## src/rtl/sandpile_pkg.sv

```systemverilog
// Shared constants, FSM state encoding and LFSR helpers for the sandpile drop sequencer.
package sandpile_pkg;

    localparam int GRID_W  = 9;
    localparam int SPEED_W = 12;
    localparam int SEED_W  = 10;

    // Fibonacci taps for x^10 + x^7 + 1, expressed as bit indices of the shift register
    localparam int LFSR_TAP_HI = 9;
    localparam int LFSR_TAP_LO = 6;

    localparam logic [9:0] LFSR_ZERO_SEED = 10'h001;

    typedef enum logic [2:0] {
        ST_IDLE  = 3'd0,
        ST_WAIT  = 3'd1,
        ST_PICK  = 3'd2,
        ST_DROP  = 3'd3,
        ST_SWEEP = 3'd4
    } state_t;

    function automatic logic [9:0] lfsr_next(input logic [9:0] v);
        return {v[8:0], v[LFSR_TAP_HI] ^ v[LFSR_TAP_LO]};
    endfunction

endpackage

```

## src/rtl/sandpile_lfsr.sv

```systemverilog
// Position LFSR: reloads from the seed (zero seed mapped to a non-zero state), steps on request.
module sandpile_lfsr #(
    parameter int SEED_W = 10
) (
    input  logic              clk,
    input  logic              rst_n,
    input  logic              load,
    input  logic [SEED_W-1:0] seed,
    input  logic              step,
    output logic [SEED_W-1:0] value
);
    import sandpile_pkg::*;

    logic [SEED_W-1:0] r_lfsr;
    logic [SEED_W-1:0] w_seed_eff;

    assign w_seed_eff = (seed == {SEED_W{1'b0}}) ? SEED_W'(LFSR_ZERO_SEED) : seed;
    assign value      = r_lfsr;

    // Shift register: load has priority over stepping
    always_ff @(posedge clk or negedge rst_n) begin
        if (!rst_n) begin
            r_lfsr <= SEED_W'(LFSR_ZERO_SEED);
        end else if (load) begin
            r_lfsr <= w_seed_eff;
        end else if (step) begin
            r_lfsr <= SEED_W'(lfsr_next(10'(r_lfsr)));
        end else begin
            r_lfsr <= r_lfsr;
        end
    end

endmodule

```

## src/rtl/sandpile_sequencer.sv

```systemverilog
// Drop sequencer: paces drops, picks centre or random coordinates, and repeats topple sweeps until stable.
module sandpile_sequencer #(
    parameter int GRID_W  = 9,
    parameter int SPEED_W = 12,
    parameter int SEED_W  = 10
) (
    input  logic              clk,
    input  logic              rst_n,
    input  logic              start_i,
    input  logic              reset_software_i,
    input  logic [GRID_W-1:0] grid_size_i,
    input  logic              drop_mode_i,
    input  logic [SPEED_W-1:0] speed_i,
    input  logic [SEED_W-1:0] random_seed_i,
    input  logic              drop_ready_i,
    input  logic              topple_done_i,
    input  logic              topple_changed_i,
    output logic              drop_valid_o,
    output logic [GRID_W-1:0] drop_x_o,
    output logic [GRID_W-1:0] drop_y_o,
    output logic              sweep_start_o,
    output logic              busy_o
);
    import sandpile_pkg::*;

    state_t             r_state;
    logic [SPEED_W-1:0] r_cnt;
    logic               r_have_x;
    logic               r_drop_valid;
    logic               r_sweep_start;
    logic               r_busy;
    logic [GRID_W-1:0]  r_x;
    logic [GRID_W-1:0]  r_y;

    logic [SEED_W-1:0]  w_lfsr;
    logic               w_lfsr_load;
    logic               w_lfsr_step;
    logic [GRID_W-1:0]  w_n_eff;
    logic [GRID_W-1:0]  w_center;
    logic [GRID_W-1:0]  w_cand;
    logic               w_cand_ok;
    logic [SPEED_W-1:0] w_lim_m1;
    logic               w_unused_lfsr_hi;

    assign w_n_eff  = (grid_size_i == {GRID_W{1'b0}}) ? {{(GRID_W-1){1'b0}}, 1'b1} : grid_size_i;
    assign w_center = w_n_eff >> 1;
    assign w_cand   = w_lfsr[GRID_W-1:0];
    assign w_cand_ok = (w_cand < w_n_eff);
    assign w_lim_m1 = (speed_i == {SPEED_W{1'b0}}) ? {SPEED_W{1'b0}}
                                                    : speed_i - {{(SPEED_W-1){1'b0}}, 1'b1};
    assign w_unused_lfsr_hi = ^w_lfsr[SEED_W-1:GRID_W];

    // Seed reload on soft reset and on every start; free-run only while searching for a position
    assign w_lfsr_load = reset_software_i | ((r_state == ST_IDLE) & start_i);
    assign w_lfsr_step = (r_state == ST_PICK) & ~reset_software_i;

    sandpile_lfsr #(.SEED_W(SEED_W)) u_lfsr (
        .clk   (clk),
        .rst_n (rst_n),
        .load  (w_lfsr_load),
        .seed  (random_seed_i),
        .step  (w_lfsr_step),
        .value (w_lfsr)
    );

    assign drop_valid_o  = r_drop_valid;
    assign drop_x_o      = r_x;
    assign drop_y_o      = r_y;
    assign sweep_start_o = r_sweep_start;
    assign busy_o        = r_busy;

    // Sequencer FSM with interval counter and registered outputs
    always_ff @(posedge clk or negedge rst_n) begin
        if (!rst_n) begin
            r_state       <= ST_IDLE;
            r_cnt         <= {SPEED_W{1'b0}};
            r_have_x      <= 1'b0;
            r_drop_valid  <= 1'b0;
            r_sweep_start <= 1'b0;
            r_busy        <= 1'b0;
            r_x           <= {GRID_W{1'b0}};
            r_y           <= {GRID_W{1'b0}};
        end else if (reset_software_i) begin
            r_state       <= ST_IDLE;
            r_cnt         <= {SPEED_W{1'b0}};
            r_have_x      <= 1'b0;
            r_drop_valid  <= 1'b0;
            r_sweep_start <= 1'b0;
            r_busy        <= 1'b0;
            r_x           <= {GRID_W{1'b0}};
            r_y           <= {GRID_W{1'b0}};
        end else begin
            r_sweep_start <= 1'b0;
            case (r_state)
                ST_IDLE: begin
                    if (start_i) begin
                        r_state <= ST_WAIT;
                        r_cnt   <= {SPEED_W{1'b0}};
                        r_busy  <= 1'b1;
                    end
                end
                ST_WAIT: begin
                    if (!start_i) begin
                        r_state <= ST_IDLE;
                        r_cnt   <= {SPEED_W{1'b0}};
                        r_busy  <= 1'b0;
                    end else if (r_cnt >= w_lim_m1) begin
                        r_cnt <= {SPEED_W{1'b0}};
                        if (drop_mode_i) begin
                            r_state  <= ST_PICK;
                            r_have_x <= 1'b0;
                        end else begin
                            r_state      <= ST_DROP;
                            r_x          <= w_center;
                            r_y          <= w_center;
                            r_drop_valid <= 1'b1;
                        end
                    end else begin
                        r_cnt <= r_cnt + {{(SPEED_W-1){1'b0}}, 1'b1};
                    end
                end
                ST_PICK: begin
                    if (w_cand_ok) begin
                        if (!r_have_x) begin
                            r_x      <= w_cand;
                            r_have_x <= 1'b1;
                        end else begin
                            r_y          <= w_cand;
                            r_have_x     <= 1'b0;
                            r_state      <= ST_DROP;
                            r_drop_valid <= 1'b1;
                        end
                    end
                end
                // The request is held through start_i falling until the grid takes it
                ST_DROP: begin
                    if (drop_ready_i) begin
                        r_drop_valid  <= 1'b0;
                        r_state       <= ST_SWEEP;
                        r_sweep_start <= 1'b1;
                    end
                end
                ST_SWEEP: begin
                    if (topple_done_i) begin
                        if (topple_changed_i) begin
                            r_sweep_start <= 1'b1;
                        end else begin
                            r_state <= start_i ? ST_WAIT : ST_IDLE;
                            r_busy  <= start_i;
                            r_cnt   <= {SPEED_W{1'b0}};
                        end
                    end
                end
                default: begin
                    r_state      <= ST_IDLE;
                    r_cnt        <= {SPEED_W{1'b0}};
                    r_drop_valid <= 1'b0;
                    r_busy       <= 1'b0;
                end
            endcase
        end
    end

endmodule
```

## config.mk

```make
export PLATFORM = sky130hd
export DESIGN_NAME = sandpile_sequencer
export DESIGN_NICKNAME = d
export VERILOG_FILES = /design/src/rtl/sandpile_pkg.sv /design/src/rtl/sandpile_lfsr.sv /design/src/rtl/sandpile_sequencer.sv
export SDC_FILE = /design/constraint.sdc
export NUM_CORES = 1
export LEC_CHECK = 0
export CAP_MARGIN = 20
export CORE_UTILIZATION = 25
export DETAILED_ROUTE_END_ITERATION = 8
export SLEW_MARGIN = 20
export SYNTH_ARGS = -nofsm -noshare
export SYNTH_HDL_FRONTEND = slang
export SYNTH_HIERARCHICAL = 1
export SYNTH_SLANG_ARGS = --single-unit
export TNS_END_PERCENT = 5
```

## constraint.sdc

```tcl
create_clock -name clk -period 2.6 [get_ports clk]
set_input_delay 0.39 -clock clk [delete_from_list [all_inputs] [get_ports clk]]
set_output_delay 0.39 -clock clk [all_outputs]
set_load 0.01 [all_outputs]
```

## Word level (Yosys, flattened, before mapping)

Cells that the tools add are included.
Widths: inputs -> output; s select.

| storage, ports and cells | value |
|---|---|
| output and inout bits | 21 |
| flip-flop bits (word level) | 47 |
| input port bits | 39 |

| cells by class | value |
|---|---|
| add/sub/neg operators | 2 |
| mux-type cells | 61 |
| equal/unequal tests | 19 |
| order comparisons | 2 |
| bitwise operators | 5 |
| reduce and logical (&&, ||, !) cells | 15 |

Operators by type and width:

| cell | number |
|---|---|
| $mux 9 | 10 |
| $mux 12 | 7 |
| $pmux 12 s4 | 1 |
| $ne 3x3->1 const B | 12 |
| $pmux 9 s2 | 2 |
| $mux 10 | 3 |
| $mux 3 | 9 |
| $mux 1 | 24 |
| $pmux 3 s5 | 1 |
| $reduce_and 7->1 | 2 |
| $add 12x1->12 const B | 1 |
| $ge 12x12->1 | 1 |
| $logic_not 12->1 | 1 |
| $reduce_and 6->1 | 2 |
| $sub 12x1->12 const B | 1 |
| $logic_not 10->1 | 1 |
| $reduce_and 5->1 | 2 |
| $logic_not 9->1 | 1 |
| $lt 9x9->1 | 1 |
| $pmux 1 s4 | 2 |
| $eq 3x2->1 const B | 2 |
| $ne 2x1->1 const B | 2 |
| $ne 4x4->1 const B | 1 |
| $pmux 1 s2 | 2 |
| other kinds (11) | 13 |

## Logic depth before layout (Yosys ltp)

Gate-level depths: netlist of run 1.

| depth | value |
|---|---|
| depth after elaboration | 7 |
| mapped depth | 14 |
| mapped depth without buffers | 13 |

## By module

The synthesis of run 1 kept the hierarchy.

By module, submodules not included:

| module | instances | cells an instance | area each (um2) |
|---|---|---|---|
| sandpile_sequencer | 1 | 279 | 2,640.0 |
| sandpile_lfsr | 1 | 48 | 494.2 |

## Worst setup path before layout of run 1

Ideal clock, no wire load.

| timing | value |
|---|---|
| path kind | input to register |
| start point | input port speed_i[5] |
| end point | register r_x[0] (netlist: drop_x_o[0]) |
| path buffers | 0 |
| setup time | 0.125 ns |
| slack | -0.659 ns |
| arrival | 3.135 ns |
| data required time | 2.475 ns |
| stages on the path | 12 |
| path through | nor4_1 nand2_1 nor3_1 xor2_1 nand2_1 ha_1 and4_1 a21oi_1 a21oi_1 a211oi_2 a211oi_4 mux2_2 |

| between the ends | value |
|---|---|
| longest elaborated chain between the ends | 5 |
| elaborated cells between the ends (all ways) | 6 |
| classes of those cells | 1 x add/sub; 1 x order compare; 1 x eq/ne; 1 x mux; 2 x reduce/logical |

RTL lines:

| what | line | RTL |
|---|---|---|
| from (decl) | sandpile_sequencer.sv:13 | `input logic [SPEED_W-1:0] speed_i,` |
| $sub 12x1->12 or $logic_not 12->1 (tied branches) | sandpile_sequencer.sv:50, sandpile_sequencer.sv:49 |  |
| $mux 12 (*) | sandpile_sequencer.sv:49 | `assign w_lim_m1 = (speed_i == {SPEED_W{1'b0}}) ? {SPEED_W{1'b0}}` |
| $ge 12x12->1 (*) | sandpile_sequencer.sv:107 | `end else if (r_cnt >= w_lim_m1) begin` |
| $ne 3x3->1 (no source line) (*) | -- |  |
| $reduce_and 6->1 (no source line) (*) | -- |  |
| to (signal assigned) | sandpile_sequencer.sv:81 | `r_x <= {GRID_W{1'b0}};` |
| to (signal assigned) | sandpile_sequencer.sv:114 | `r_x <= w_center;` |
| to (signal assigned) | sandpile_sequencer.sv:125 | `r_x <= w_cand;` |
| to (decl) | sandpile_sequencer.sv:32 | `logic [GRID_W-1:0] r_x;` |

Every way passes the cells marked *; elsewhere a longest branch is shown, timed or not.
A chain may end at the register's enable or synchronous reset.

## Worst setup path in the final report of run 1

| timing | value |
|---|---|
| start point | input port speed_i[7] |
| end point | register r_y[5] (netlist: drop_y_o[5]) |

| between the ends | value |
|---|---|
| longest elaborated chain between the ends | 5 |
| elaborated cells between the ends (all ways) | 6 |
| classes of those cells | 1 x add/sub; 1 x order compare; 1 x eq/ne; 1 x mux; 2 x reduce/logical |

RTL lines:

| what | line | RTL |
|---|---|---|
| $sub 12x1->12 or $logic_not 12->1 (tied branches) | sandpile_sequencer.sv:50, sandpile_sequencer.sv:49 |  |
| $mux 12 (*) | sandpile_sequencer.sv:49 |  |
| $ge 12x12->1 (*) | sandpile_sequencer.sv:107 |  |
| $ne 3x3->1 (no source line) (*) | -- |  |
| $reduce_and 6->1 (no source line) (*) | -- |  |
| to (signal assigned) | sandpile_sequencer.sv:82 | `r_y <= {GRID_W{1'b0}};` |
| to (signal assigned) | sandpile_sequencer.sv:115 | `r_y <= w_center;` |
| to (signal assigned) | sandpile_sequencer.sv:128 | `r_y <= w_cand;` |
| to (decl) | sandpile_sequencer.sv:33 | `logic [GRID_W-1:0] r_y;` |

Marked as above.

==> impl_summary.txt, run 1 <==
----------------------------------------------------
[Pwr]
  Power per unit of standard cell area ... 731 nW/um^2
  Static Leakage ... 2.12 nW
  Worst IR drop on VDD ... 534 uV
  Total power draw ... 0.00344 W

[Clock network]
  Clk buf depth ... 2
  Clock latency on the worst-skew pair ... 290 ps
  CTS Root Cell ... sky130_fd_sc_hd__clkbuf_16
  CTS tree ... yes
  H-tree level count ... 2
  Sink Count ... 47
  CTS clk-pin slew, worst paths ... 70 ps
  Number of buffers inserted during clock tree synthesis ... 5

[Timing]
  Peak Freq ... 307 MHz
  Rel. slew slack ... 0.570
  Worst slew pin tran ... 644 ps
  Setup repair after global routing missed its margin ... yes
  Time the final worst path needs with I/O delays and setup ... 3260 ps
  Worst path setup slack after routing ... -659 ps
  Period utilization ... 1.25
  Number of endpoints failing setup at the final stage ... 35
  Setup Total Neg Slack ... -18820 ps
  Post-Route Skew ... 6.10 ps
  Number of max-slew violations in the final report ... 0
  Hold Vio Cnt, Final ... 0

[Floorplanning]
  I/O pin total ... 60
  Floorplan die width ... 114 microns
  DIE AREA ... 13000 sq um
  Floorplan Core Area ... 12100 sq um
  Standard-cell row count ... 40
  Initial Utilization ... 0.259
  Die Span Y ... 114 microns

[Global route]
  Met1 layer usage reported by global route ... 0.161
  Routing usage on met3 ... 0.0239
  Via count of the first global-routing pass ... 2995
  Met2 demand-to-capacity share in global routing ... 0.244
  Largest net degree at the start of global routing ... 38
  Remaining global-route overflow ... 0
  Overall routing resource usage ... 0.136
  Initial antenna violation count ... 0
  Wire length of the first global-routing pass ... 14200 microns
  Highest-utilization routing layer at the global route stage ... met2

[Critical path]
  Type of origin of the critical path ... primary input
  Crit-path leading delay family ... simple AND/OR/NAND/NOR gates
  Critical Path Max Stage Delay ... 430 ps
  Slowest library cell on the worst path ... sky130_fd_sc_hd__clkdlybuf4s50_1
  Kind of capture point of the worst setup path ... register
  Worst setup path class ... in -> reg
  Bufs and invs on worst path ... 3
  Req. time, crit path ... 2780 ps
  Data arrival time of the worst path ... 3440 ps
  Cell chain of the critical path ... clkdlybuf4s50_1, or3_4, nor3_4, nand3_2, xnor2_2, nand2_1, ha_4, and4_4, and4b_1, a211oi_2, buf_4, nor3_4, buf_12, mux2_2
  Reg-to-reg setup timing slack ... 130 ps
  Crit path top cell by count ... sky130_fd_sc_hd__nor3_4
  Worst Path Max Fanout ... 8

[Synth]
  Most common flop cell mapped by yosys ... sky130_fd_sc_hd__dfrtp_1
  Synthesized netlist cell count ... 327
  Combined area of all synthesized cells ... 3130 sq um
  Synth async-reset ratio ... 1.00
  Post-synth net total ... 389
  Post-synthesis area per instance ... 9.58 sq um
  Register area share after synthesis ... 0.376
  Count of synthesis-stage warnings from yosys ... 6
  Number of synthesized flops with an enable pin ... 0
  Count of different cell masters after synthesis ... 55
  Number of storage elements in the synthesis netlist ... 47

[Routing]
  Remaining DRCs ... 0
  Via/cell ratio ... 4.65
  Number of search-and-repair iterations in the first detailed-routing pass ... 4
  Initial drt markers ... 122
  Total wire length ... 8520 microns
  Count of antenna-violating nets left after detailed routing ... 0
  Mean routed wirelength per cell ... 13.9 microns
  Routed via count ... 2846

[Place]
  Count of port buffers added during placement ... 59
  Minimum setup slack after placement ... -1160 ps
  Global placement routability congestion ... 0.886
  HPWL after detailed placement ... 6550 microns
  Total placed cells including tap cells ... 601

[Finish]
  Number of nets in the final layout ... 505
  Count of inserted antenna diode cells ... 0
  Count of placed standard cells in the final layout, fillers left out ... 612
  Share of cells above drive strength 1 ... 0.277
  P&R area growth vs syn ... 50.3%

[Run]
  Max-Cap Viols ... 0

[Run status]
  Violations in the final reports ... negative setup slack
  Outcome ... complete, but fails checks

[Worst hold path]
  Worst min-delay path class ... in -> async

----------------------------------------------------
final cells by class:
type | instances | area (sq um)
Clock inverter | 2 | 16.3
Fill cell | 1226 | 7400
Sequential cell | 47 | 1180
Inverter | 17 | 63.8
Multi-Input combinational cell | 254 | 2020
Tap cell | 168 | 210
Clock buffer | 6 | 139
Timing Repair Buffer | 118 | 1080
power by group:
group | total (W) | internal [W] | switching [W]
clock | 0.000668 | 0.000384 | 0.000284
combinational | 0.00163 | 0.000926 | 0.000705
sequential | 0.00115 | 0.000943 | 0.000203
timing repair:
action	4_1_cts	5_1_grt
cloned	0	0
buffers inserted	1	1
pin swaps	5	14
gates resized for setup	12	21
hold buffers	1	0
endpoints found under the hold margin	10	0
setup endpoints to repair	35	35
registers in the layout (all words and copies together), names as in the netlist:
name	flops
r_have_x	1
drop_x_o	9
busy_o	1
drop_valid_o	1
u_lfsr/value	10
drop_y_o	9
r_cnt	12
r_state	3
sweep_start_o	1
cells by family (layout without fill, tap and decap cells):
group | Yosys count | count (layout) | synth area share
buf+inv | 26 | 143 | 0.0343
mux | 29 | 29 | 0.0998
compound gates | 64 | 64 | 0.152
flops | 47 | 47 | 0.376
simple gates | 120 | 120 | 0.196
xor+xnor | 18 | 18 | 0.0503
fa+ha+maj | 23 | 23 | 0.0918
Yosys cell counts (all sizes together), types with 2 or more instances:
| library cell | instances | area [sq um] |
|---|---|---|
| clkbuf | 6 | 22.5 |
| a21o | 4 | 30.0 |
| mux2 | 18 | 203 |
| a31oi | 4 | 40.0 |
| nor2b | 4 | 25.0 |
| and3 | 5 | 31.3 |
| a22o | 10 | 88.8 |
| mux2i | 11 | 110 |
| inv | 17 | 63.8 |
| a211oi | 3 | 40.0 |
| nor2 | 24 | 90.1 |
| nor4b | 3 | 26.3 |
| nand3b | 4 | 30.0 |
| nor4 | 3 | 31.3 |
| xor2 | 10 | 87.6 |
| buf | 3 | 21.3 |
| dfrtp | 46 | 1150 |
| nand2b | 4 | 25.0 |
| xnor2 | 8 | 70.1 |
| ha | 23 | 288 |
| nand3 | 10 | 50.1 |
| o21ai | 17 | 85.1 |
| a21oi | 11 | 55.1 |
| a31o | 2 | 17.5 |
| a41o | 2 | 20.0 |
| nor3 | 11 | 66.3 |
| nand2 | 39 | 146 |
| nand4 | 5 | 31.3 |
final timing paths:
path	startpoint	end	cells after the start
setup / recovery	speed_i[7]	drop_y_o[5]	14
hold / removal	rst_n	drop_y_o[5]	2
setup reg to reg	u_lfsr/value[7]	drop_y_o[5]	8
hold reg to reg	drop_x_o[7]	drop_x_o[7]	1
max in group asynchronous	rst_n	u_lfsr/value[0]	3
min in group clk	drop_x_o[7]	drop_x_o[7]	1
cells in the final DEF, fill, tap and decap left out, types with 3 or more instances in the layout:
master                            netlist  routed
sky130_fd_sc_hd__mux2_2                18      18
sky130_fd_sc_hd__clkdlybuf4s50_1        0      55
sky130_fd_sc_hd__nand3b_1               4       4
sky130_fd_sc_hd__nor3_1                10       7
sky130_fd_sc_hd__and3_1                 5       5
sky130_fd_sc_hd__nor2_1                24      22
sky130_fd_sc_hd__dlymetal6s2s_1         0       3
sky130_fd_sc_hd__nand2b_1               4       4
sky130_fd_sc_hd__nand4_1                5       5
sky130_fd_sc_hd__a21oi_1               11       9
sky130_fd_sc_hd__a22o_1                 9       9
sky130_fd_sc_hd__ha_1                  23      20
sky130_fd_sc_hd__clkbuf_16              0       5
sky130_fd_sc_hd__nand2_1               39      38
sky130_fd_sc_hd__nand3_1               10       7
sky130_fd_sc_hd__a21o_1                 4       4
sky130_fd_sc_hd__xnor2_1                8       7
sky130_fd_sc_hd__buf_12                 0       3
sky130_fd_sc_hd__dfrtp_1               46      46
sky130_fd_sc_hd__o21ai_0               17      14
sky130_fd_sc_hd__xor2_1                10      10
sky130_fd_sc_hd__nor3_4                 1       3
sky130_fd_sc_hd__nor2b_1                4       3
sky130_fd_sc_hd__nor4b_1                3       3
sky130_fd_sc_hd__inv_1                 17      17
sky130_fd_sc_hd__buf_4                  0      53
sky130_fd_sc_hd__mux2i_1               11      11
metrics by stage:
stage,area (sq um),util,hold WS (ps)
final,4710,0.389,474
after CTS,4600,0.380,485
after global routing,4710,0.389,515
after floorplan,3170,-,94.4
after global placement,4370,0.360,261
after detailed placement,4370,0.360,266
per-layer routing:
layer / part of all wire / vias to the layer above / wire [microns]
li1: - / 1404 / -
met1: 0.42 / 1335 / 3620
met2: 0.50 / 91 / 4280
met3: 0.051 / 16 / 437
met4: 0.022 / 0 / 188
met5: 0 / - / 0
No activity file was read; power rests on OpenSTA's default activity.
==> inputs of run 2 (changes only) <==
Settings changed: CAP_MARGIN 20 to unset, PLACE_DENSITY set to 0.48.
==> run 2 against run 1 <==
The run still ends with negative setup slack left. Clock power fell by 6.3%. Wire length rose by 1.2%. Utilization fell by 0.072 points. Total power fell by 0.98%. Clock skew barely moved. Worst hold slack got worse by 270 ps. Via count fell by 1.0%. Sequential power barely moved. Critical path depth rose by 2. Maximum frequency rose by 2.8%. Critical path type unchanged. Critical endpoint is now drop_x_o[5].
==> impl_summary.txt, run 2 (synthesis results as in run 1) <==
----------------------------------------------------
[Finish]
  Area taken by multi-input logic gates ... 2010 sq um (was 2020 sq um)
  P&R area growth vs syn ... 50.0% (was 50.3%)
  Register with the most flip-flops ... r_cnt (unchanged)
  Register cell area after layout ... 1180 sq um (unchanged)
  Share of cells above drive strength 1 ... 0.284 (was 0.277)
  Leading cell type in the layout, fill and taps excluded ... sky130_fd_sc_hd__buf_4 (was sky130_fd_sc_hd__clkdlybuf4s50_1)
  Highest-count cells in the layout ignoring fill and taps ... sky130_fd_sc_hd__buf_4 (60), sky130_fd_sc_hd__clkdlybuf4s50_1 (51), sky130_fd_sc_hd__dfrtp_1 (46) (was sky130_fd_sc_hd__clkdlybuf4s50_1 (55), sky130_fd_sc_hd__buf_4 (53), sky130_fd_sc_hd__dfrtp_1 (46))
  Flip-flop count of the largest register after layout ... 12 (unchanged)
  Count of inserted antenna diode cells ... 0 (unchanged)
  Count of fill cells added during filler insertion ... 1274 (was 1226)
  Number of nets in the final layout ... 508 (was 505)

[Pwr]
  Static Leakage ... 2.16 nW (was 2.12 nW)
  Total power draw ... 0.00341 W (was 0.00344 W)
  Worst IR drop on VDD ... 552 uV (was 534 uV)
  Power per unit of standard cell area ... 726 nW/um^2 (was 731 nW/um^2)

[Critical path]
  Kind of capture point of the worst setup path ... register (unchanged)
  Type of origin of the critical path ... primary input (unchanged)
  Data arrival time of the worst path ... 3340 ps (was 3440 ps)
  Worst setup path class ... in -> reg (unchanged)
  Worst Path Max Fanout ... 8 (unchanged)
  Reg-to-reg setup timing slack ... 110 ps (was 130 ps)
  Worst reg-to-reg path cell count ... 8 (unchanged)
  Req. time, crit path ... 2770 ps (was 2780 ps)

[Routing]
  Via/cell ratio ... 4.58 (was 4.65)
  Count of antenna-violating nets left after detailed routing ... 0 (unchanged)
  Remaining DRCs ... 0 (unchanged)
  Number of search-and-repair iterations in the first detailed-routing pass ... 4 (unchanged)
  Mean routed wirelength per cell ... 14.0 microns (was 13.9 microns)
  Initial drt markers ... 114 (was 122)
  Total wire length ... 8630 microns (was 8520 microns)
  Routed via count ... 2817 (was 2846)

[Clock network]
  CTS tree ... yes (unchanged)
  Number of buffers inserted during clock tree synthesis ... 5 (unchanged)
  H-tree level count ... 2 (unchanged)
  Clock latency on the worst-skew pair ... 280 ps (was 290 ps)
  Clk buf depth ... 2 (unchanged)
  Sink Count ... 47 (unchanged)
  CTS Root Cell ... sky130_fd_sc_hd__clkbuf_16 (unchanged)
  CTS clk-pin slew, worst paths ... 60 ps (was 70 ps)

[Floorplanning]
  DIE AREA ... 13000 sq um (unchanged)
  Standard-cell row count ... 40 (unchanged)
  I/O pin total ... 60 (unchanged)
  Initial Utilization ... 0.259 (unchanged)
  Floorplan die width ... 114 microns (unchanged)
  Floorplan Core Area ... 12100 sq um (unchanged)
  Die Span Y ... 114 microns (unchanged)

[Global route]
  Largest net degree at the start of global routing ... 48 (was 38)
  Via count of the first global-routing pass ... 2953 (was 2995)
  Overall routing resource usage ... 0.139 (was 0.136)
  Remaining global-route overflow ... 0 (unchanged)
  Wire length of the first global-routing pass ... 14400 microns (was 14200 microns)
  Initial antenna violation count ... 0 (unchanged)

[Timing]
  Time the final worst path needs with I/O delays and setup ... 3170 ps (was 3260 ps)
  Period utilization ... 1.22 (was 1.25)
  Number of endpoints failing setup at the final stage ... 35 (unchanged)
  Worst path setup slack after routing ... -571 ps (was -659 ps)
  Peak Freq ... 315 MHz (was 307 MHz)
  Rel. slew slack ... 0.586 (was 0.570)
  Worst slew pin tran ... 621 ps (was 644 ps)
  Number of max-slew violations in the final report ... 0 (unchanged)
  Hold Vio Cnt, Final ... 0 (unchanged)
  Post-Route Skew ... 5.73 ps (was 6.10 ps)
  Setup repair after global routing missed its margin ... yes (unchanged)

[Place]
  Count of port buffers added during placement ... 59 (unchanged)
  HPWL after detailed placement ... 6680 microns (was 6550 microns)
  Global placement routability congestion ... 0.800 (was 0.886)
  Minimum setup slack after placement ... -1170 ps (was -1160 ps)

[Worst hold path]
  Worst min-delay path class ... in -> async (unchanged)

[Run status]
  Violations in the final reports ... negative setup slack (unchanged)
  Outcome ... complete, but fails checks (unchanged)

[Run]
  Max-Cap Viols ... 0 (unchanged)

----------------------------------------------------
-- run 2: changes by cell type in the layout (fill, tap and decap cells not counted), moves of 2 or more --
cell / before / now
sky130_fd_sc_hd__nand2b_4: 0 / 2
sky130_fd_sc_hd__nand2b_1: 4 / 2
sky130_fd_sc_hd__buf_6: 2 / 0
sky130_fd_sc_hd__dlymetal6s2s_1: 3 / 7
sky130_fd_sc_hd__clkdlybuf4s50_1: 55 / 51
sky130_fd_sc_hd__buf_4: 53 / 60
-- run 2: power by group --
group / switching, W / internal, W
Clock: 0.000271 / 0.000355
Sequential: 0.000204 / 0.000943
Combinational: 0.000708 / 0.000930
-- run 2: layer usage --
layer  GRT usage  wire length, microns  share of wire
met4      0.0286                    61         0.0071
met5           0                     0              0
met2       0.252                  4340           0.50
met1       0.175                  3920           0.45
met3      0.0197                   301          0.035
-- run 2: timing repair --
action	4_1_cts	5_1_grt
gates resized for setup	11	23
endpoints found under the setup margin	35	35
setup buffers	2	3
hold buffers	0	0
pin swaps	5	11
-- run 2: final timing paths --
path,start,end
max,speed_i[1],drop_x_o[5]
min,rst_n,drop_y_o[1]
max reg2reg,u_lfsr/value[7],drop_x_o[5]
min reg2reg,drop_y_o[0],drop_y_o[0]
max in group asynchronous,rst_n,u_lfsr/value[9]
min in group clk,drop_y_o[0],drop_y_o[0]
-- run 2: area by class of cell --
cell class,count,share of cell area
Timing Repair Buffer,121,0.233
Clock inverter,2,0.00266
Inverter,17,0.0136
Tap cell,168,0.0447
Multi-Input combinational cell,254,0.429
Sequential cell,47,0.250
Clock buffer,6,0.0274
-- run 2: stage by stage --
stage / utilization / hold WS [ps] / area, sq um / std cells / TNS, ps
2_1_floorplan: - / 94.4 / 3170 / 327 / -9960
3_3_place_gp: 0.360 / 499 / 4360 / 602 / -34770
3_5_place_dp: 0.360 / 499 / 4360 / 602 / -36240
4_1_cts: 0.378 / 233 / 4580 / 612 / -20980
5_1_grt: 0.388 / 258 / 4700 / 615 / -20800
6_report: 0.388 / 203 / 4700 / 615 / -14730
-- run 2: critical path, stage by stage --
cell	delay, ps
sky130_fd_sc_hd__clkdlybuf4s50_1	500
sky130_fd_sc_hd__inv_1	70
sky130_fd_sc_hd__ha_1	170
sky130_fd_sc_hd__nor2b_2	180
sky130_fd_sc_hd__a21oi_1	160
sky130_fd_sc_hd__mux2i_1	110
sky130_fd_sc_hd__ha_1	330
sky130_fd_sc_hd__and3_1	180
sky130_fd_sc_hd__o21ai_2	70
sky130_fd_sc_hd__buf_4	130
sky130_fd_sc_hd__a21oi_2	160
sky130_fd_sc_hd__a211oi_2	50
sky130_fd_sc_hd__buf_4	160
sky130_fd_sc_hd__a211oi_4	190
sky130_fd_sc_hd__buf_12	160
sky130_fd_sc_hd__mux2_2	330
==> edit 1 (flow settings as in run 1) <==
Encoding of `state_t`: now one-hot (5 bits for 5 states).
--- a/src/rtl/sandpile_pkg.sv
+++ b/src/rtl/sandpile_pkg.sv
@@ -11,12 +11,12 @@
 
     localparam logic [9:0] LFSR_ZERO_SEED = 10'h001;
 
-    typedef enum logic [2:0] {
-        ST_IDLE  = 3'd0,
-        ST_WAIT  = 3'd1,
-        ST_PICK  = 3'd2,
-        ST_DROP  = 3'd3,
-        ST_SWEEP = 3'd4
+    typedef enum logic [4:0] {
+        ST_IDLE  = 5'b00001,
+        ST_WAIT  = 5'b00010,
+        ST_PICK  = 5'b00100,
+        ST_DROP  = 5'b01000,
+        ST_SWEEP = 5'b10000
     } state_t;
 
     function automatic logic [9:0] lfsr_next(input logic [9:0] v);
Formal check against the unedited RTL: no difference found for any inputs over 4 cycles, from zero or initial values and one cycle with rst_n low; so few cycles prove little.
==> edit 1 against run 1 <==
  * The run still ends with negative setup slack left
  * Routed wire length increased by 1.2%
  * Design area increased by 3.5%
  * Area after synthesis increased by 2.8%
  * Worst hold slack got worse by 0.27 ns
  * Sequential cell count increased by 2
  * Total power decreased by 19%
  * Largest cell class unchanged
  * Critical path type unchanged
  * Largest power group unchanged
  * Setup slack improved by 0.015 ns
  * Cell count increased by 0.16%
  * Count of clock-buffer cells in the layout increased by 2
  * First-iteration DRC count decreased by 29%
  * Sequential power decreased by 11%
  * Via count decreased by 0.39%
==> edit 1: results (changes against run 1) <==
* NumNets Final at 502 (was 505)
* Violated checks: negative setup slack (unchanged)
* Vias post-DR at 2835 (was 2846)
* Leakage power at 2.20 nW (was 2.12 nW)
* RD Place Congestion at 0.816 (was 0.886)
* Worst-path maximum fanout at 6 (was 8)
* Share of cells above drive strength 1 at 0.290 (was 0.277)
* DR iter-0 viols at 87 (was 122)
* Clk_skew at 0.00494 ns (was 0.00610 ns)
* All-Layer GR Usage at 0.132 (was 0.136)
* Max incr delay on CP at 0.55 ns (was 0.43 ns)
* Setup violations, final at 35 (unchanged)
* Most frequent cells after synthesis: dfrtp_1 (47), nand2_1 (41), ha_1 (23) (was dfrtp_1 (46), nand2_1 (39), nor2_1 (24))
* TNS Setup at -16.25 ns (was -18.82 ns)
* Reg-to-reg endpoint: drop_y_o[0] (was drop_y_o[5])
* Slowest CP cell: or4_4 (was clkdlybuf4s50_1)
* Synth area leaders: dfrtp_1 (36%), ha_1 (8.9%), mux2_2 (5.6%), xor2_1 (4.9%), nand2_1 (4.8%) (was dfrtp_1 (37%), ha_1 (9.2%), mux2_2 (6.5%), nand2_1 (4.7%), mux2i_1 (3.5%))
* DP HPWL at 6050 um (was 6550 um)
* Setup slack after layout at -0.645 ns (was -0.659 ns)
* Placed Area at 4350 um^2 (was 4370 um^2)
* # Post-CTS Setup Buffers at 10 (was 1)
* Status: complete, but fails checks (unchanged)
* Total length of routed wires at 8630 um (was 8520 um)
* Register area share after synthesis at 0.381 (was 0.376)
* Crit path launch: speed_i[4] (was speed_i[7])
* Worst setup path endpoint: drop_x_o[0] (was drop_y_o[5])
* First-pass GRT wire length at 14000 um (was 14200 um)
edit 1: changes by cell type after synthesis, sizes merged, moves of 3 or more:
cell,before,now
xor2,10,18
nand4,5,10
xnor2,8,3
nand3,10,6
and3,5,8
nor3,11,8
nor4,3,6
edit 1: kinds of logic (layout without fill, tap and decap cells):
group	count (synthesis)	count (layout)	share of synthesized area
buffers and inverters	27	138	0.0369
DFF	49	49	0.381
adders and majority gates	23	23	0.0893
and+or+nand+nor	125	125	0.208
muxes	29	29	0.0978
xor gates and xnor gates	21	21	0.0571
AOI/OAI and AO/OA	56	56	0.130
edit 1: through the flow:
stage,hold WS [ns],setup WS (ns),instances
after floorplan,0.0944,-0.561,330
after global routing,0.265,-0.778,613
after CTS,0.232,-0.640,611
after global placement,0.473,-1.17,594
after detailed placement,0.476,-1.18,594
final,0.205,-0.645,613
edit 1: where the power goes:
part / switching, mW / internal, mW
Combinational: 0.507 / 0.656
Clock: 0.259 / 0.358
Sequential: 0.114 / 0.903
edit 1: how the worst min path moves through the flow:
stage | startpoint | end
6_report | rst_n | drop_x_o[8]
5_1_grt | rst_n | drop_x_o[8]
4_1_cts | rst_n | drop_x_o[8]
3_5_place_dp | busy_o | busy_o
3_3_place_gp | busy_o | busy_o
2_1_floorplan | rst_n | busy_o
edit 1: routing by layer:
layer	wire length, um	vias to the layer above	share of wire	GRT usage
met5	0	-	0	0
li1	-	1420	-	-
met1	3900	1329	0.45	0.165
met4	121	0	0.014	0.0338
met2	4250	73	0.49	0.233
met3	358	13	0.041	0.0230
edit 1: cell type report:
cell class	instances	area, um^2	area share
inverter	18	67.6	0.0139
tap	172	215	0.0441
sequential	49	1230	0.252
clock buffer	8	136	0.0280
multi-input combinational	254	2160	0.443
timing repair buffer	112	1070	0.219
==> edit 2 (config.mk and constraints of run 1) <==
Made on the original files. `SPEED_W` is set to 12 in 2 places; all go to 14.
--- a/src/rtl/sandpile_pkg.sv
+++ b/src/rtl/sandpile_pkg.sv
@@ -2,7 +2,7 @@
 package sandpile_pkg;
 
     localparam int GRID_W  = 9;
-    localparam int SPEED_W = 12;
+    localparam int SPEED_W = 14;
     localparam int SEED_W  = 10;
 
     // Fibonacci taps for x^10 + x^7 + 1, expressed as bit indices of the shift register
--- a/src/rtl/sandpile_sequencer.sv
+++ b/src/rtl/sandpile_sequencer.sv
@@ -1,7 +1,7 @@
 // Drop sequencer: paces drops, picks centre or random coordinates, and repeats topple sweeps until stable.
 module sandpile_sequencer #(
     parameter int GRID_W  = 9,
-    parameter int SPEED_W = 12,
+    parameter int SPEED_W = 14,
     parameter int SEED_W  = 10
 ) (
     input  logic              clk,
Ports: changed (resized speed_i); port bits go from 60 to 62. No check against the original RTL was run, so the function may have changed too.
==> edit 2 against run 1 <==
  * The run still ends with negative setup slack left
  * Total power shrank 27%
  * Design area grew 7.3%
  * Core utilization is 0.68 points higher
  * Combinational power down 49%
  * Sequential share of layout area down 0.71 points
  * Routed wire length grew 10%
  * Worst hold slack lost 0.39 ns
  * Clock power rose by 11%
  * Cell count grew 5.7%
  * Area after synthesis grew 5.3%
  * Critical path depth increased by 3
  * Setup slack got worse by 0.24 ns
  * Sequential cell count up 2
  * Critical path type unchanged
  * Largest power group is now registers
==> edit 2: results (changes against run 1) <==
* Status: complete, but fails checks (unchanged)
* Violated checks: negative setup slack (unchanged)
* Max VDD drop at 0.000254 V (was 0.000534 V)
* IO Port Bufs at 61 (was 59)
* Synth area leaders: dfrtp_1 (36%), ha_1 (9.1%), mux2_2 (6.1%), nand2_1 (4.4%), a21oi_1 (4.1%) (was dfrtp_1 (37%), ha_1 (9.2%), mux2_2 (6.5%), nand2_1 (4.7%), mux2i_1 (3.5%))
* CP top delay family: simple AND/OR/NAND/NOR gates (unchanged)
* DP HPWL at 6960 um (was 6550 um)
* DR iter-0 viols at 191 (was 122)
* Reg2Reg Setup Slack at 0.07 ns (was 0.13 ns)
* Async SR Flop Fraction at 1.00 (unchanged)
* CTS max path bufs at 2 (unchanged)
* Top cell type's share of synthesized area at 0.364 (was 0.367)
* Worst r2r path cells at 11 (was 8)
* Synth cell types at 50 (was 55)
* Root buf cell: clkbuf_16 (unchanged)
* Worst-path maximum fanout at 4 (was 8)
* CTS HTree Levels at 2 (unchanged)
* Vias per cell at 4.85 (was 4.65)
* Reg-to-reg endpoint: drop_x_o[8] (was drop_y_o[5])
* Setup slack after layout at -0.900 ns (was -0.659 ns)
* Crit path DAT at 3.68 ns (was 3.44 ns)
* Largest register FFs at 14 (was 12)
* Leakage power at 2.32 nW (was 2.12 nW)
* Prevailing post-synth register cell: dfrtp_1 (unchanged)
* CTS Buf Count at 5 (unchanged)
* Yosys warns at 6 (unchanged)
* Clock-pin slew on the worst setup and hold paths at 0.07 ns (about the same)
* RD Place Congestion at 0.842 (was 0.886)
* Wirelength per Cell at 14.5 um (was 13.9 um)
* Setup violations, final at 36 (was 35)
* Clk_skew at 0.00505 ns (was 0.00610 ns)
* Vias in the first global route at 3067 (was 2995)
* Drt first pass iters at 4 (unchanged)
* Rel. slew slack at 0.672 (was 0.570)
* Register area share after synthesis at 0.372 (was 0.376)
* Most frequent cells after synthesis: dfrtp_1 (48), nand2_1 (39), a21oi_1 (27) (was dfrtp_1 (46), nand2_1 (39), nor2_1 (24))
* All-Layer GR Usage at 0.135 (was 0.136)
* Share of cells above drive strength 1 at 0.267 (was 0.277)
* First-pass GRT wire length at 14600 um (was 14200 um)
* Clock insertion delay at the later pin of the skew report at 0.29 ns (about the same)
* Crit path launch: speed_i[1] (was speed_i[7])
* Largest net degree at the start of global routing at 50 (was 38)
* Hold WC Path Type: in2async (unchanged)
* Slowest CP cell: or4_4 (was clkdlybuf4s50_1)
* Hold slack at 0.0824 ns (was 0.474 ns)
* NumNets Final at 539 (was 505)
* Mapped Nets at 417 (was 389)
* Max incr delay on CP at 0.51 ns (was 0.43 ns)
* Top reg by flops: r_cnt (unchanged)
* FF-to-FF Start: r_cnt[0] (was u_lfsr/value[7])
* Worst setup path endpoint: drop_y_o[1] (was drop_y_o[5])
* ANT cells at 0 (unchanged)
-- edit 2: cell types whose count changed in the layout (fill, tap and decap cells not counted), sizes merged, moves of 5 or more --
cell / delta
o21ai: +7
nor2: -9
dlymetal6s2s: +5
buf: +9
clkdlybuf4s50: -6
a21oi: +16
a31oi: +8
nand2b: +7
-- edit 2: through the flow --
step	instances	setup WS (ns)	TNS, ns	cell area [um^2]
detailed placement	627	-1.34	-43.77	4570
finish	647	-0.900	-25.94	5050
CTS	638	-1.01	-30.64	4800
floorplan	352	-0.628	-18.93	3350
global placement	627	-1.23	-40.39	4570
global route	647	-1.06	-31.91	5050
-- edit 2: how the worst min path moves through the flow --
stage,start,end,cells after the start
finish,rst_n,drop_x_o[2],2
global route,rst_n,drop_y_o[8],2
CTS,rst_n,drop_y_o[8],2
detailed placement,rst_n,drop_y_o[8],2
global placement,rst_n,drop_y_o[8],2
floorplan,rst_n,busy_o,0
-- edit 2: power by group --
part / switching (mW) / total (mW) / internal, mW
Clock: 0.286 / 0.740 / 0.453
Sequential: 0.0881 / 0.946 / 0.858
Combinational: 0.354 / 0.833 / 0.478
Total: 0.729 / 2.52 / 1.79
-- edit 2: metal layers --
metal / vias up / GRT usage / share of wire
met5: - / 0 / 0
li1: 1543 / - / -
met3: 12 / 0.0211 / 0.049
met1: 1500 / 0.173 / 0.45
met4: 0 / 0.0329 / 0.011
met2: 82 / 0.237 / 0.49
-- edit 2: logic make-up (layout without fill, tap and decap cells) --
| logic type | Yosys count | after routing | synth area share |
|---|---|---|---|
| fa+ha+maj | 24 | 24 | 0.0909 |
| flops | 49 | 49 | 0.372 |
| buf+inv | 29 | 152 | 0.0368 |
| compound gates | 100 | 100 | 0.204 |
| mux | 30 | 30 | 0.0985 |
| simple gates | 109 | 109 | 0.169 |
| xor+xnor | 11 | 11 | 0.0292 |
-- edit 2: final cells by class --
class,count,area [um^2]
Multi-Input combinational cell,274,2170
Tap cell,172,215
Clock buffer,6,129
Sequential cell,49,1230
Timing Repair Buffer,127,1210
Fill cell,1222,7720
Inverter,17,68.8
Clock inverter,2,35.0
-- edit 2: timing repair --
item	in CTS	in global routing
buffers inserted	3	9
pin swaps	4	20
setup endpoints to repair	36	36
cloned	1	1
gates resized for setup	5	54
